File: src/rtl/ahb3lite_host_slave.sv
// AHB3-lite slave that tunnels each transfer as a byte stream into a host FIFO
// and completes it from the host's response byte stream.
module ahb3lite_host_slave #(
    parameter logic [15:0] TIMEOUT = 16'hFFFF
) (
    input  logic        CLK,
    input  logic        RESET,
    input  logic        HSEL,
    input  logic        HWRITE,
    input  logic        HREADY,
    input  logic [1:0]  HTRANS,
    input  logic [2:0]  HSIZE,
    input  logic [2:0]  HBURST,
    input  logic [3:0]  HPROT,
    input  logic [31:0] HADDR,
    input  logic [31:0] HWDATA,
    output logic [31:0] HRDATA,
    output logic        HRESP,
    output logic        HREADYOUT,
    output logic        WREN,
    input  logic        WRFULL,
    output logic [7:0]  WRDATA,
    output logic        RDEN,
    input  logic        RDEMPTY,
    input  logic [7:0]  RDDATA
);

    typedef enum logic [3:0] {
        S_IDLE, S_HDR, S_ADDR, S_WDATA, S_RDATA, S_STAT, S_DONE, S_ERR1, S_ERR2
    } state_t;

    state_t      state_reg, state_next;
    logic        hwrite_reg;
    logic [1:0]  hsize_reg;
    logic [31:0] haddr_reg;
    logic [31:0] hwdata_reg;
    logic [31:0] hrdata_reg;
    logic [1:0]  cnt_reg;
    logic        dphase_reg;
    logic        pending_reg;
    logic [15:0] wait_reg;
    logic [3:0]  discard_reg;

    logic        accept;
    logic        in_recv;
    logic        sticky;
    logic        rx_byte;
    logic        timeout_hit;
    logic [7:0]  header;
    logic [7:0]  addr_bytes  [4];
    logic [7:0]  wdata_bytes [4];
    logic        unused_ok;

    assign unused_ok = ^{HBURST, HPROT, HSIZE[2]};

    genvar gi;
    generate
        for (gi = 0; gi < 4; gi++) begin : g_bytes
            assign addr_bytes[gi]  = haddr_reg[8*gi +: 8];
            assign wdata_bytes[gi] = hwdata_reg[8*gi +: 8];
        end
    endgenerate

    assign accept = HSEL & HREADY & (HTRANS == 2'b10) &
                    ((state_reg == S_IDLE) | (state_reg == S_DONE) | (state_reg == S_ERR2));
    assign in_recv = (state_reg == S_RDATA) | (state_reg == S_STAT);
    // Nonzero discard count means an abandoned response is still arriving.
    assign sticky  = (discard_reg != 4'd0);
    assign rx_byte = pending_reg & ~sticky & in_recv;
    assign timeout_hit = in_recv & ~pending_reg & RDEMPTY & (wait_reg == TIMEOUT - 16'd1);
    assign header  = {hwrite_reg, 5'b00000, hsize_reg};
    assign HRDATA  = hrdata_reg;

    always_ff @(posedge CLK or posedge RESET) begin
        if (RESET) begin
            state_reg <= S_IDLE;
        end else begin
            state_reg <= state_next;
        end
    end

    always_comb begin
        state_next = state_reg;
        case (state_reg)
            S_IDLE, S_DONE, S_ERR2: state_next = accept ? S_HDR : S_IDLE;
            S_HDR: begin
                if (!WRFULL) state_next = S_ADDR;
            end
            S_ADDR: begin
                if (!WRFULL && cnt_reg == 2'd3) state_next = hwrite_reg ? S_WDATA : S_RDATA;
            end
            S_WDATA: begin
                if (!WRFULL && cnt_reg == 2'd3) state_next = S_STAT;
            end
            S_RDATA: begin
                if (timeout_hit)                        state_next = S_ERR1;
                else if (rx_byte && cnt_reg == 2'd3)    state_next = S_STAT;
            end
            S_STAT: begin
                if (timeout_hit)  state_next = S_ERR1;
                else if (rx_byte) state_next = RDDATA[0] ? S_ERR1 : S_DONE;
            end
            S_ERR1:  state_next = S_ERR2;
            default: state_next = S_IDLE;
        endcase
    end

    always_comb begin
        HREADYOUT = 1'b0;
        HRESP     = 1'b0;
        WREN      = 1'b0;
        WRDATA    = 8'h00;
        case (state_reg)
            S_IDLE, S_DONE: HREADYOUT = 1'b1;
            S_ERR1: HRESP = 1'b1;
            S_ERR2: begin
                HRESP     = 1'b1;
                HREADYOUT = 1'b1;
            end
            S_HDR: begin
                WREN   = ~WRFULL;
                WRDATA = header;
            end
            S_ADDR: begin
                WREN   = ~WRFULL;
                WRDATA = addr_bytes[cnt_reg];
            end
            S_WDATA: begin
                WREN   = ~WRFULL;
                WRDATA = wdata_bytes[cnt_reg];
            end
            default: ;
        endcase
        // One read in flight at a time; stale bytes are drained in any state.
        RDEN = (in_recv | sticky) & ~RDEMPTY & ~pending_reg;
    end

    always_ff @(posedge CLK or posedge RESET) begin
        if (RESET) begin
            hwrite_reg  <= 1'b0;
            hsize_reg   <= 2'd0;
            haddr_reg   <= 32'd0;
            hwdata_reg  <= 32'd0;
            hrdata_reg  <= 32'd0;
            cnt_reg     <= 2'd0;
            dphase_reg  <= 1'b0;
            pending_reg <= 1'b0;
            wait_reg    <= 16'd0;
            discard_reg <= 4'd0;
        end else begin
            dphase_reg  <= accept;
            pending_reg <= RDEN;
            if (accept) begin
                hwrite_reg <= HWRITE;
                hsize_reg  <= HSIZE[1:0];
                haddr_reg  <= HADDR;
            end
            if (dphase_reg) begin
                hwdata_reg <= HWDATA;
            end
            if (((state_reg == S_ADDR) || (state_reg == S_WDATA)) && !WRFULL) begin
                cnt_reg <= cnt_reg + 2'd1;
            end else if ((state_reg == S_RDATA) && rx_byte) begin
                cnt_reg <= cnt_reg + 2'd1;
            end else if (state_reg == S_ERR1) begin
                cnt_reg <= 2'd0;
            end
            if ((state_reg == S_RDATA) && rx_byte) begin
                hrdata_reg[{cnt_reg, 3'b000} +: 8] <= RDDATA;
            end
            if (!in_recv || pending_reg || timeout_hit) begin
                wait_reg <= 16'd0;
            end else if (RDEMPTY) begin
                wait_reg <= wait_reg + 16'd1;
            end
            // Remember how many bytes of the abandoned response are still owed.
            if (timeout_hit) begin
                discard_reg <= discard_reg +
                               ((state_reg == S_RDATA) ? (4'd5 - {2'b00, cnt_reg}) : 4'd1);
            end else if (pending_reg && sticky) begin
                discard_reg <= discard_reg - 4'd1;
            end
        end
    end

endmodule

File: config.mk
export PLATFORM = sky130hd
export DESIGN_NAME = ahb3lite_host_slave
export DESIGN_NICKNAME = d
export VERILOG_FILES = /design/src/rtl/ahb3lite_host_slave.sv
export SDC_FILE = /design/constraint.sdc
export NUM_CORES = 1
export LEC_CHECK = 0
export ABC_AREA = 0
export BUFFER_PORTS_ARGS = -buffer_cell sky130_fd_sc_hd__buf_2
export CORE_UTILIZATION = 34
export DETAILED_ROUTE_END_ITERATION = 8
export GPL_ROUTABILITY_DRIVEN = 0
export HOLD_SLACK_MARGIN = 0.1
export SKIP_LAST_GASP = 1
export SLEW_MARGIN = 20
export SYNTH_ARGS = -nofsm -noshare
export SYNTH_HDL_FRONTEND = slang
export SYNTH_SLANG_ARGS = --single-unit
File: constraint.sdc
create_clock -name CLK -period 6 [get_ports CLK]
set_clock_uncertainty 0.1 [all_clocks]
set_input_delay 0 -clock CLK [delete_from_list [all_inputs] [get_ports CLK]]
set_output_delay 0 -clock CLK [all_outputs]
set_load 0.005 [all_outputs]
After elaboration in Yosys (flattened, before gate mapping)

Index checks and enable logic that the tools add are counted.

Word-level logic and storage cells: 104
Bits in registers: 127
Input bits: 91
Output and inout bits: 44

Add/sub/neg operators: 6
Muxes and demuxes: 30
Bitwise gates (word level): 19
$lt $le $gt $ge: 1
Shift-type cells: 2
Reduce and logical (&&, ||, !) cells: 19
Equality and inequality tests: 16

Operators with widths:

| kind                                                                    | count |
|---|---|
| 4-bit 2-to-1 mux                                                        | 10 |
| 8-bit binary-select mux with 2-bit select                               | 2 |
| 32-bit bitwise mux                                                      | 1 |
| 16-bit 2-to-1 mux                                                       | 2 |
| 8-bit 2-to-1 mux                                                        | 4 |
| 8-bit by 7-bit variable shift with 32-bit output (first input constant) | 1 |
| 8-bit by 7-bit indexed part select with 32-bit output                   | 1 |
| 4-bit one-hot mux with 7 select lines                                   | 1 |
| 8-bit one-hot mux with 3 select lines                                   | 1 |
| 16-bit by 1-bit adder with 16-bit output (second input constant)        | 1 |
| 16-bit == test (second input constant)                                  | 1 |
| 4-bit by 3-bit == test with 1-bit output (second input constant)        | 4 |
| 1-bit bitwise AND                                                       | 10 |
| 4-bit by 2-bit == test with 1-bit output (second input constant)        | 2 |
| 5-bit negation with 7-bit output                                        | 1 |
| 2-bit 2-to-1 mux                                                        | 3 |
| 2-bit != test (second input constant)                                   | 3 |
| 3-bit != test (second input constant)                                   | 2 |
| 3-bit OR reduction                                                      | 2 |
| 1-bit logical AND                                                       | 5 |
| 1-bit 2-to-1 mux                                                        | 5 |
| 5-bit AND reduction                                                     | 1 |
| 4-bit adder                                                             | 1 |
| 2-bit == test (second input constant)                                   | 2 |
| 17 further kinds                                                        | 27 |

Logic depth before layout (Yosys ltp)

Gate-level depths: netlist of the first run.

Depth after elaboration: 8
Gate-level depth with buffers: 11
Gate-level depth less buffers: 11

Worst setup path after synthesis of the first run

No wires, ideal clock.

Path kind: register to register
From: reg wait_reg[7]
To: reg discard_reg[3]
Clock period less this slack: 2,468 ps
Setup time: 80 ps
Required time: 5,820 ps
Data arrival time: 2,288 ps
Stages on the path, launching flop included: 11
Slack: 3,532 ps
Cells stage by stage: dfrtp_1 nand4_2 or3_4 nor3_4 o21ai_0 ha_1 a21o_1 a21oi_1 nor4_1 a31oi_1 xnor2_1

Longest elaborated chain between the ends: 3

RTL lines:

| item                                                          | line | source |
|---|---|---|
| start: declaration                                            | 41   | `logic [15:0] wait_reg;` |
| start signal: assignment                                      | 174  | `wait_reg <= wait_reg + 16'd1;` |
| 16-bit == test (*)                                            | 70   | `assign timeout_hit = in_recv & ~pending_reg & RDEMPTY & (wait_reg == TIMEOUT - 16'd1);` |
| 1-bit bitwise AND (*)                                         | 70   |  |
| 4-bit 2-to-1 mux / 2-bit nonzero test (equally long branches) | -    |  |
| end signal: assignment                                        | 178  | `discard_reg <= discard_reg +` |
| end signal: assignment                                        | 181  | `discard_reg <= discard_reg - 4'd1;` |
| end: declaration                                              | 42   | `logic [3:0] discard_reg;` |

Mark *: on every way between the ends. The rest lies on a longest branch, timed or not.
A chain may end at the register's enable or synchronous reset.

Worst setup path in the final report of the first run

From: reg state_reg[0]
To: reg discard_reg[2]

Longest elaborated chain between the ends: 6

RTL lines:

| item                                                | line | source |
|---|---|---|
| start: declaration                                  | 32   | `state_t state_reg, state_next;` |
| start signal: assignment                            | 78   | `state_reg <= state_next;` |
| branches (longest 6 deep; another with 4-bit adder) | -    |  |

Parallel ways; which one is timed is not known.

==> results of run 1 <==
## timing repair
action                    in CTS  in global routing
resized for setup              0                  0
hold buffers                  78                  0
hold endpoints to repair     167                  0
## cell families (layout without fill, tap and decap cells)
kind of cell / Yosys count / in the layout / synth area share, %
and+or+nand+nor: 140 / 140 / 12.20
DFF: 127 / 127 / 51.31
muxes: 91 / 91 / 19.45
AOI/OAI and AO/OA: 67 / 67 / 9.111
buffers and inverters: 41 / 252 / 3.172
xor gates and xnor gates: 17 / 17 / 2.404
adders and majority gates: 11 / 11 / 2.343
## final timing paths
| path | startpoint | endpoint | slack [ns] | depth (start not counted) |
|---|---|---|---|---|
| max in group asynchronous | RESET | haddr_reg[13] | 4.26 | 4 |
| min in group CLK | HADDR[11] | haddr_reg[11] | 0.23 | 3 |
| max reg2reg | state_reg[0] | discard_reg[2] | 3.10 | 7 |
| min reg2reg | HRDATA[6] | HRDATA[6] | 0.38 | 1 |
| max | state_reg[0] | discard_reg[2] | 3.10 | 7 |
| min | RESET | wait_reg[7] | 0.16 | 3 |
## placed cells by master (no fill, tap or decap), types with 2 or more instances in the layout
cell type / netlist / final
clkbuf_16: 0 / 17
dlygate4sd3_1: 0 / 78
inv_1: 10 / 9
or2_2: 2 / 2
dfrtp_1: 127 / 127
nor2_1: 27 / 27
buf_4: 3 / 6
and3_1: 4 / 4
a211oi_1: 2 / 2
clkinv_2: 0 / 2
mux2_1: 10 / 10
nand2_1: 30 / 30
a21oi_1: 10 / 10
a31oi_1: 2 / 2
o21ai_0: 8 / 8
mux2_2: 57 / 57
mux2i_1: 6 / 6
clkinv_4: 0 / 2
nor4_1: 4 / 4
bufinv_16: 0 / 2
nor2b_1: 2 / 2
buf_2: 7 / 126
nor3_1: 10 / 10
a21bo_2: 32 / 32
xor2_1: 7 / 7
nand4_1: 36 / 36
nand3_1: 7 / 7
mux4_2: 16 / 16
mux2_4: 2 / 2
clkinvlp_4: 0 / 6
nor3_4: 2 / 2
nand2b_1: 6 / 6
xnor2_1: 10 / 10
ha_1: 10 / 10
## metrics by stage
step,worst slack [ns],util (%)
5_1_grt,2.889,47.67
6_report,3.099,47.67
2_1_floorplan,2.516,-
3_3_place_gp,3.140,39.90
4_1_cts,3.089,47.67
3_5_place_dp,3.082,39.90
## layer usage
layer  wire (um)  vias to the layer above  share of wire (%)
met5           0                        -                  0
met2        7366                      138                 48
li1            -                     2198                  -
met1        6592                     2340                 43
met4         262                        0                1.7
met3         967                       24                6.4
## report_power, final
group,internal [mW],switching (mW)
registers,1.15,0.188
clock network,0.620,0.390
logic,0.603,0.524
total,2.37,1.10
## cell type report
type                    instances  area [sq um]  share of cell area, %
clock buffers                  18         439.2                  5.254
clock inverters                13         141.4                  1.691
inverters                      11         43.79                 0.5239
multi-input cells             326          2819                  33.72
flip-flops and latches        127          3178                  38.02
well taps                     225         281.5                  3.368
repair buffers                210          1456                  17.42
## worst max-delay path, stage by stage (launching register included)
cell	delay, ns
dfrtp_1	0.75
clkinv_1	0.66
nand3_1	0.27
ha_1	0.19
inv_1	0.05
fa_1	0.37
xnor2_1	0.13
mux2_4	0.27
==> load_flow_metrics.sql, run 1 <==
INSERT INTO impl_metrics (metric_group, metric, value, unit) VALUES
('run_status', 'run_status', 'finished, final reports clean', ''),
('synthesis', 'synth-edff-count', '0', ''),
('synthesis', 'syn-mean-instance-area', '12.54', 'sq um'),
('clock_tree', 'cts.sink_count', '127', ''),
('power_and_ir_drop', 'report.power.total', '3.470', 'mW'),
('grt', 'global_route.usage.total', '17.55', '%'),
('synthesis', 'synth_cells', '494', ''),
('grt', 'global_route_wire_length_before_repair', '25.23', 'mm'),
('clock_tree', 'tritoncts_clock_tree', 'yes', ''),
('route', 'ant_nets', '0', ''),
('route', 'drc', '0', ''),
('timing', 'final-hold-violation-count', '0', ''),
('final_layout', 'num-nets-final', '795', ''),
('grt', 'grtUsageMet1', '21.34', '%'),
('grt', 'grt-busiest-layer', 'met2', ''),
('synthesis', 'ys.warnings.count', '0', ''),
('power_and_ir_drop', 'irDropWorstVdd', '0.2417', 'mV'),
('critical_path', 'timing.critical_path.arrival', '3.10', 'ns'),
('clock_tree', 'buffers_from_clock_root_to_sink_at_most', '2', ''),
('synthesis', 'synth.net_count', '596', ''),
('route', 'detailedRoute.firstIterationViolations', '160', ''),
('die', 'std_cell_core_area', '0.01754', 'sq mm'),
('timing', 'setup_viol_count_final', '0', ''),
('job', 'timing.max_cap.violations', '0', ''),
('final_layout', 'area_delta_synth_final', '34.97', '%'),
('timing', 'worst_slew_pin_slew', '0.9077', 'ns'),
('route', 'routedWlPerCell', '16.33', 'um'),
('final_layout', 'post_layout_nonfiller_instances', '930', ''),
('synthesis', 'synth-seq-area-share', '51.31', '%'),
('clock_tree', 'clk_pin_slew', '0.06', 'ns'),
('critical_path', 'crit_path_max_fanout', '17', ''),
('grt', 'grt_util_met3', '5.741', '%'),
('placed_design', 'io_port_bufs', '126', ''),
('synthesis', 'synth_common_cells', 'dfrtp_1 (127), mux2_2 (57), nand4_1 (36)', ''),
('die', 'io_pins', '135', ''),
('clock_tree', 'cts_made_buffers', '17', ''),
('critical_path', 'worst_setup_path_start_kind', 'flop', ''),
('timing', 'slew-limit-headroom', '39.02', '%'),
('die', 'dieHeight', '137.0', 'um'),
('synthesis', 'synthesis.area', '0.006193', 'sq mm'),
('synthesis', 'post-synth-top-area-cell', 'dfrtp_1', ''),
('grt', 'grt_pass1_vias', '5058', ''),
('synthesis', 'synthMostInstantiatedCell', 'dfrtp_1', ''),
('critical_path', 'end_kind', 'flop', ''),
('die', 'core.rowCount', '48', ''),
('placed_design', 'placed_cells_incl_taps', '821', ''),
('power_and_ir_drop', 'power.static_leakage', '3.921', 'nW'),
('synthesis', 'ys_async_sr_fraction', '100.0', '%'),
('die', 'die-area', '0.01876', 'sq mm'),
('critical_path', 'worst_ep_required_time', '6.20', 'ns'),
('grt', 'antenna_violations_before_repair', '0', ''),
('placed_design', 'place_hpwl', '10.26', 'mm'),
('synthesis', 'top_ff_cell_synth', 'dfrtp_1', ''),
('final_layout', 'drive_gt1_share', '40.00', '%'),
('critical_path', 'timing.setup.critical_path_class', 'flop to flop', ''),
('final_layout', 'final_area', '0.008359', 'sq mm'),
('synthesis', 'synth_largest_type_area_fraction', '51.31', '%'),
('clock_tree', 'post-cts-setup-buffer-count', '0', ''),
('die', 'chipWidth', '137.0', 'um'),
('synthesis', 'synthTopCellsByArea', 'dfrtp_1 (51%), mux2_2 (10%), mux4_2 (5.8%)', ''),
('timing', 'finalCritPeriodShare', '48.35', '%'),
('synthesis', 'ys_ff_latch', '127', ''),
('power_and_ir_drop', 'cellPowerDensity', '415.1', 'mW/mm^2'),
('final_layout', 'nFillCells', '1602', ''),
('final_layout', 'insertedDiodeCount', '0', ''),
('route', 'routed-via-count', '4700', ''),
('route', 'drt-pass1-iter-count', '4', ''),
('timing', 'final-max-slew-violation-count', '0', ''),
('timing', 'fin_worst_hold_slack', '0.1649', 'ns'),
('timing', 'fmax', '344.7', 'MHz'),
('min_path', 'worst_min_delay_path_class', 'input pin to async pin', ''),
('timing', 'rsz0062_at_grt', 'no', ''),
('die', 'initial_core_util', '35.32', '%'),
('timing', 'setup_tns', '0', 'ns'),
('clock_tree', 'ctsHtreeMaxLevel', '4', ''),
('clock_tree', 'worstSkewPairLatency', '0.41', 'ns'),
('grt', 'grt_use_met2', '28.98', '%'),
('grt', 'pin_count_of_the_biggest_net_entering_global_routing', '72', ''),
('timing', 'final_worst_path_period_need', '2.901', 'ns'),
('placed_design', 'detailed_place.area', '0.006998', 'sq mm'),
('route', 'via_to_cell_ratio', '5.054', ''),
('synthesis', 'synth_cell_type_count', '56', ''),
('route', 'routed_wirelength', '15.19', 'mm'),
('grt', 'total_gr_overflow', '0', ''),
('clock_tree', 'cts.root.buffer_cell', 'clkbuf_16', '');
No activity file was read; power rests on OpenSTA's default activity.
==> run 2: changes to the inputs <==
ABC_AREA = 1   (was 0)
clock period = 3 ns   (was 6 ns; I/O delays follow)
==> load_flow_metrics.sql, run 2 <==
INSERT INTO impl_metrics (metric_group, metric, value, unit) VALUES
('die', 'core.rowCount', '49', ''),
('min_path', 'worst_min_delay_path_class', 'input pin to flop', ''),
('route', 'via_to_cell_ratio', '4.748', ''),
('critical_path', 'crit_path_max_fanout', '3', ''),
('job', 'timing.max_cap.violations', '0', ''),
('power_and_ir_drop', 'cellPowerDensity', '853.1', 'mW/mm^2'),
('timing', 'final-max-slew-violation-count', '0', ''),
('synthesis', 'synth.net_count', '881', ''),
('power_and_ir_drop', 'report.power.total', '7.334', 'mW'),
('timing', 'final-hold-violation-count', '0', ''),
('route', 'routed_wirelength', '17.06', 'mm'),
('timing', 'worst_slew_pin_slew', '0.9166', 'ns'),
('synthesis', 'synthesis.area', '0.006402', 'sq mm'),
('grt', 'global_route_wire_length_before_repair', '28.52', 'mm'),
('timing', 'finalCritPeriodShare', '87.77', '%'),
('synthesis', 'synth_cells', '779', ''),
('clock_tree', 'cts.sink_count', '127', ''),
('timing', 'rsz0062_at_grt', 'no', ''),
('placed_design', 'io_port_bufs', '126', ''),
('critical_path', 'timing.setup.critical_path_class', 'flop to flop', ''),
('critical_path', 'r2r_cell_count', '12', ''),
('route', 'drc', '6', ''),
('clock_tree', 'tritoncts_clock_tree', 'yes', ''),
('critical_path', 'worstPathCellList', 'inv_1 -> ha_1 -> nand4_1 -> nor4_2 -> o21ai_0 -> ha_1 -> nand2_1 -> nor2_1 -> a211oi_1 -> nand3_1 -> o211ai_1 -> nand2_1', ''),
('timing', 'fmax', '379.8', 'MHz'),
('run_status', 'failed_checks', 'DRC', ''),
('route', 'routedWlPerCell', '14.00', 'um'),
('grt', 'total_gr_overflow', '0', ''),
('route', 'detailedRoute.firstIterationViolations', '375', ''),
('power_and_ir_drop', 'p_seq_share', '36.9', '%'),
('critical_path', 'critical_path.reg2reg.startpoint', 'wait_reg[0]', ''),
('die', 'io_pins', '135', ''),
('critical_path', 'timing.critical_path.arrival', '2.84', 'ns'),
('synthesis', 'synthMostInstantiatedCell', 'nand2_1', ''),
('grt', 'antenna_violations_before_repair', '0', ''),
('critical_path', 'reg2reg_slack', '0.37', 'ns'),
('power_and_ir_drop', 'internal_power', '4.587', 'mW'),
('synthesis', 'ys_async_sr_fraction', '100.0', '%'),
('route', 'routed-via-count', '5788', ''),
('clock_tree', 'post-cts-setup-buffer-count', '0', ''),
('synthesis', 'syn-mean-instance-area', '8.219', 'sq um'),
('final_layout', 'final_cell_mix', 'nand2_1 (203), dfrtp_1 (126), buf_2 (126)', ''),
('synthesis', 'top_ff_cell_synth', 'dfrtp_1', ''),
('timing', 'setup_tns', '0', 'ns'),
('synthesis', 'post-synth-top-area-cell', 'dfrtp_1', ''),
('critical_path', 'timing.critical_path.from', 'wait_reg[0]', ''),
('critical_path', 'critical_path_endpoint', 'discard_reg[3]', ''),
('final_layout', 'nFillCells', '1725', ''),
('power_and_ir_drop', 'power.net_switching', '2.747', 'mW'),
('critical_path', 'max_stage_delay', '0.41', 'ns'),
('die', 'dieHeight', '139.2', 'um'),
('clock_tree', 'cts_made_buffers', '17', ''),
('synthesis', 'synth-edff-count', '0', ''),
('min_path', 'min_path_cells', '8', ''),
('timing', 'final_worst_path_period_need', '2.633', 'ns'),
('synthesis', 'synth_largest_type_area_fraction', '49.64', '%'),
('critical_path', 'reg2reg_to', 'discard_reg[3]', ''),
('timing', 'slew-limit-headroom', '38.76', '%'),
('final_layout', 'area_delta_synth_final', '34.28', '%'),
('timing', 'setup_slack', '0.3669', 'ns'),
('final_layout', 'insertedDiodeCount', '0', ''),
('critical_path', 'cp_slowest_cell', 'dfrtp_1', ''),
('power_and_ir_drop', 'power.switching_fraction', '37.45', '%'),
('grt', 'global_route.usage.total', '18.59', '%'),
('synthesis', 'synth_common_cells', 'nand2_1 (203), dfrtp_1 (127), o21ai_0 (90)', ''),
('final_layout', 'layout_commonest_cell', 'nand2_1', ''),
('power_and_ir_drop', 'irDropWorstVdd', '0.5068', 'mV'),
('final_layout', 'drive_gt1_share', '21.01', '%'),
('synthesis', 'ys_ff_latch', '127', ''),
('grt', 'grt_pass1_vias', '5782', ''),
('critical_path', 'end_kind', 'flop', ''),
('run_status', 'run_status', 'finished with violations', ''),
('clock_tree', 'worstSkewPairLatency', '0.42', 'ns'),
('placed_design', 'place_hpwl', '11.45', 'mm'),
('route', 'drt-pass1-iter-count', '6', ''),
('critical_path', 'worst_ep_required_time', '3.20', 'ns'),
('die', 'die-area', '0.01938', 'sq mm'),
('route', 'ant_nets', '0', ''),
('clock_tree', 'buffers_from_clock_root_to_sink_at_most', '2', ''),
('synthesis', 'synth_cell_type_count', '42', ''),
('power_and_ir_drop', 'power.static_leakage', '3.924', 'nW'),
('power_and_ir_drop', 'power.share.combinational', '35.1', '%'),
('clock_tree', 'clk_pin_slew', '0.06', 'ns'),
('placed_design', 'place_worst_setup_slack', '0.3388', 'ns'),
('critical_path', 'worst_setup_path_start_kind', 'flop', ''),
('synthesis', 'synthTopCellsByArea', 'dfrtp_1 (50%), nand2_1 (12%), o21ai_0 (7.0%)', ''),
('clock_tree', 'cts.root.buffer_cell', 'clkbuf_16', ''),
('grt', 'pin_count_of_the_biggest_net_entering_global_routing', '67', ''),
('final_layout', 'num-nets-final', '1079', ''),
('timing', 'setup_viol_count_final', '0', ''),
('die', 'std_cell_core_area', '0.01821', 'sq mm'),
('clock_tree', 'ctsHtreeMaxLevel', '4', ''),
('synthesis', 'ys.warnings.count', '0', ''),
('synthesis', 'synth-seq-area-share', '49.64', '%'),
('power_and_ir_drop', 'power_frac_clock', '28.0', '%'),
('die', 'chipWidth', '139.2', 'um'),
('die', 'initial_core_util', '35.16', '%');
run 2: cell count changes after synthesis, moves of 32 or more:
cell,before,now
o21ai_0,8,90
a21bo_2,32,0
inv_1,10,79
mux2_2,57,16
nand2_1,30,203
nand3_1,7,40
run 2: repair_timing:
action,CTS,global route
endpoints found under the hold margin,152,0
setup endpoints to repair,0,0
resized for setup,0,0
hold buffers,78,0
run 2: power groups by stage:
| stage | Clock, mW | Combinational [mW] | Sequential (mW) |
|---|---|---|---|
| after global routing | 2.17 | 2.94 | 2.78 |
| after global placement | 0 | 2.46 | 2.72 |
| after floorplan | 0 | 1.78 | 2.65 |
| after detailed placement | 0 | 2.50 | 2.73 |
| after CTS | 2.09 | 2.60 | 2.71 |
| final | 2.06 | 2.57 | 2.70 |
run 2: cell families after synthesis:
kind of cell    Yosys count  synth area share, %
simple gates            351                24.17
buf+inv                 117                7.719
fa+ha+maj                11                2.267
mux                      16                2.814
flops                   127                49.64
xor+xnor                  4               0.5473
compound gates          153                12.84
run 2: critical path, delay by kind of cell, from the launching register on:
family          cells  cell delay [ns]
flops               1             0.41
buf+inv             1             0.09
fa+ha+maj           2             0.54
compound gates      3             0.55
simple gates        6             0.84
run 2: worst min path at each step:
| stage | from | end | slack, ns |
|---|---|---|---|
| floorplan | WRFULL | WREN | -0.07 |
| global placement | HADDR[19] | haddr_reg[19] | 0.1 |
| finish | HTRANS[0] | state_reg[0] | 0.13 |
| CTS | HTRANS[0] | state_reg[0] | 0.11 |
| global route | HTRANS[0] | state_reg[0] | 0.17 |
| detailed placement | HADDR[19] | haddr_reg[19] | 0.1 |
run 2: routing by layer:
layer	up-vias	track usage, %	routed length [um]
met1	2692	24.42	7899
li1	2948	-	-
met4	0	4.678	174
met5	-	0	0
met2	134	29.99	8119
met3	14	5.403	870
run 2: cell type report:
type | instances | area, sq um | area share [%]
Clock buffer | 21 | 450.4 | 5.239
Timing Repair Buffer | 212 | 1496 | 17.41
Inverter | 84 | 322.8 | 3.755
Sequential cell | 127 | 3179 | 36.98
Multi-Input combinational cell | 535 | 2730 | 31.76
Tap cell | 229 | 286.5 | 3.333
Clock inverter | 11 | 131.4 | 1.528
run 2: metrics by stage:
stage / instance area (sq um) / instances / hold slack (ns) / utilization [%]
after floorplan: 6406 / 779 / -0.06890 / -
after global placement: 7234 / 1109 / 0.09514 / 39.73
after detailed placement: 7234 / 1109 / 0.09648 / 39.73
after CTS: 8597 / 1219 / 0.1095 / 47.21
after global routing: 8597 / 1219 / 0.1736 / 47.21
final: 8597 / 1219 / 0.1333 / 47.21
==> run 3: changes to the inputs <==
clock period = 2.7 ns   (was 3 ns; I/O delays follow)
==> load_flow_metrics.sql, run 3 (synthesis gave the netlist of run 2 again) <==
INSERT INTO impl_metrics (metric_group, metric, value, unit) VALUES
('run_status', 'run_status', 'finished with violations', ''),
('run_status', 'failed_checks', 'DRC', ''),
('critical_path', 'end_kind', 'flop', ''),
('final_layout', 'area_delta_synth_final', '36.76', '%'),
('power_and_ir_drop', 'power.static_leakage', '4.031', 'nW'),
('placed_design', 'placed_cells_incl_taps', '1117', ''),
('grt', 'global_route.usage.total', '19.20', '%'),
('clock_tree', 'ctsHtreeMaxLevel', '4', ''),
('clock_tree', 'tritoncts_clock_tree', 'yes', ''),
('die', 'initial_core_util', '35.16', '%'),
('clock_tree', 'cts.root.buffer_cell', 'clkbuf_16', ''),
('final_layout', 'layout_commonest_cell', 'nand2_1', ''),
('final_layout', 'drive_gt1_share', '22.33', '%'),
('die', 'core.rowCount', '49', ''),
('clock_tree', 'clk_pin_slew', '0.06', 'ns'),
('route', 'routed-via-count', '5945', ''),
('grt', 'grt_util_met3', '4.198', '%'),
('power_and_ir_drop', 'internal_power', '5.315', 'mW'),
('power_and_ir_drop', 'power.share.combinational', '35.1', '%'),
('power_and_ir_drop', 'p_seq_share', '35.6', '%'),
('grt', 'pin_count_of_the_biggest_net_entering_global_routing', '52', ''),
('clock_tree', 'cts.sink_count', '127', ''),
('critical_path', 'critical_path_endpoint', 'discard_reg[3]', ''),
('timing', 'final-max-slew-violation-count', '0', ''),
('critical_path', 'timing.critical_path.from', 'wait_reg[9]', ''),
('timing', 'finalCritPeriodShare', '90.90', '%'),
('critical_path', 'timing.critical_path.arrival', '2.65', 'ns'),
('final_layout', 'nFillCells', '1760', ''),
('route', 'routedWlPerCell', '14.26', 'um'),
('grt', 'antenna_violations_before_repair', '0', ''),
('route', 'drc', '6', ''),
('job', 'timing.max_cap.violations', '0', ''),
('placed_design', 'place_hpwl', '11.73', 'mm'),
('final_layout', 'post_layout_nonfiller_instances', '1232', ''),
('final_layout', 'insertedDiodeCount', '0', ''),
('route', 'drt-pass1-iter-count', '7', ''),
('placed_design', 'detailed_place.area', '0.007282', 'sq mm'),
('power_and_ir_drop', 'power.switching_fraction', '36.58', '%'),
('critical_path', 'crit_path_max_fanout', '5', ''),
('timing', 'final_worst_path_period_need', '2.454', 'ns'),
('timing', 'slew-limit-headroom', '57.98', '%'),
('critical_path', 'reg2reg_to', 'discard_reg[3]', ''),
('route', 'detailedRoute.firstIterationViolations', '350', ''),
('timing', 'fmax', '407.4', 'MHz'),
('die', 'chipWidth', '139.2', 'um'),
('grt', 'grt_use_met2', '31.53', '%'),
('critical_path', 'r2r_cell_count', '12', ''),
('critical_path', 'timing.setup.critical_path_class', 'flop to flop', ''),
('min_path', 'worst_min_delay_path_class', 'input pin to async pin', ''),
('grt', 'total_gr_overflow', '0', ''),
('timing', 'setup_tns', '0', 'ns'),
('final_layout', 'final_area', '0.008756', 'sq mm'),
('final_layout', 'num-nets-final', '1093', ''),
('power_and_ir_drop', 'power.net_switching', '3.065', 'mW'),
('critical_path', 'critical_path.reg2reg.startpoint', 'wait_reg[9]', ''),
('die', 'std_cell_core_area', '0.01821', 'sq mm'),
('route', 'routed_wirelength', '17.56', 'mm'),
('critical_path', 'reg2reg_slack', '0.25', 'ns'),
('power_and_ir_drop', 'cellPowerDensity', '957.0', 'mW/mm^2'),
('timing', 'setup_viol_count_final', '0', ''),
('die', 'dieHeight', '139.2', 'um'),
('die', 'io_pins', '135', ''),
('clock_tree', 'cts_made_buffers', '17', ''),
('clock_tree', 'buffers_from_clock_root_to_sink_at_most', '2', ''),
('timing', 'worst_slew_pin_slew', '0.6289', 'ns'),
('power_and_ir_drop', 'power_frac_clock', '29.2', '%'),
('placed_design', 'io_port_bufs', '126', ''),
('timing', 'final-hold-violation-count', '0', ''),
('power_and_ir_drop', 'irDropWorstVdd', '0.5796', 'mV'),
('die', 'die-area', '0.01938', 'sq mm'),
('route', 'via_to_cell_ratio', '4.825', ''),
('critical_path', 'worst_setup_path_start_kind', 'flop', ''),
('final_layout', 'finalCoreUtilization', '48.09', '%'),
('grt', 'grtUsageMet1', '25.06', '%'),
('critical_path', 'worst_ep_required_time', '2.90', 'ns'),
('grt', 'grt_pass1_vias', '5951', ''),
('grt', 'grt-busiest-layer', 'met2', ''),
('timing', 'fin_worst_hold_slack', '0.1147', 'ns'),
('final_layout', 'final_cell_mix', 'nand2_1 (203), dfrtp_1 (126), buf_2 (126)', ''),
('route', 'ant_nets', '0', ''),
('clock_tree', 'worstSkewPairLatency', '0.42', 'ns'),
('grt', 'global_route_wire_length_before_repair', '29.55', 'mm');
## run 3: cell count changes in the layout (fill, tap and decap cells not counted), moves of 2 or more
cell / change
buf_4: +14
inv_6: -3
bufinv_16: +2
clkbuf_1: -2
clkinv_4: +2
## run 3: layer usage
layer | vias to the layer above | wire length (um)
met2 | 146 | 8343
met4 | 0 | 293
met3 | 30 | 806
li1 | 2974 | -
met1 | 2795 | 8120
met5 | - | 0
## run 3: how the worst min path moves through the flow
stage                           to  slack (ns)
finish              hwdata_reg[17]        0.11
global route        hwdata_reg[23]        0.15
CTS                 hwdata_reg[25]        0.13
detailed placement  hwdata_reg[17]        0.03
global placement    hwdata_reg[17]        0.02
floorplan                     WREN       -0.07
## run 3: power groups by stage
stage | sequential (mW) | clock (mW) | combinational, mW
after floorplan | 2.95 | 0 | 1.98
after global placement | 3.00 | 0 | 2.79
after detailed placement | 3.01 | 0 | 2.84
after CTS | 2.98 | 2.49 | 2.94
after global routing | 3.07 | 2.59 | 3.37
final | 2.99 | 2.45 | 2.94
## run 3: metrics by stage
stage                     power (mW)  setup WS, ns
after floorplan                4.930        0.3386
after global placement         5.785        0.1266
after detailed placement       5.844       0.02478
after CTS                      8.418       0.02866
after global routing           9.026    -0.0007800
final                          8.380        0.2456
## run 3: final cells by class
class / count / area, sq um / area share, %
clock buffers: 19 / 442.9 / 5.059
inverters: 84 / 322.8 / 3.687
clock inverters: 12 / 186.4 / 2.129
flip-flops and latches: 127 / 3179 / 36.31
multi-input cells: 535 / 2746 / 31.37
repair buffers: 226 / 1592 / 18.18
well taps: 229 / 286.5 / 3.272
## run 3: critical path, stage by stage (launching register included)
cell	delay (ns)
dfrtp_1	0.40
nand4_1	0.17
inv_1	0.12
nand2_1	0.09
nor4_4	0.35
o21ai_0	0.15
ha_1	0.35
nand2_1	0.09
nor2_1	0.04
a211oi_2	0.20
nand3_1	0.12
o211ai_1	0.10
nand2_1	0.07
## run 3: timing repair
action | 4_1_cts | 5_1_grt
setup buffers | 0 | 5
hold endpoints to repair | 241 | 0
resized for setup | 0 | 3
endpoints found under the setup margin | 0 | 1
hold buffers | 79 | 0
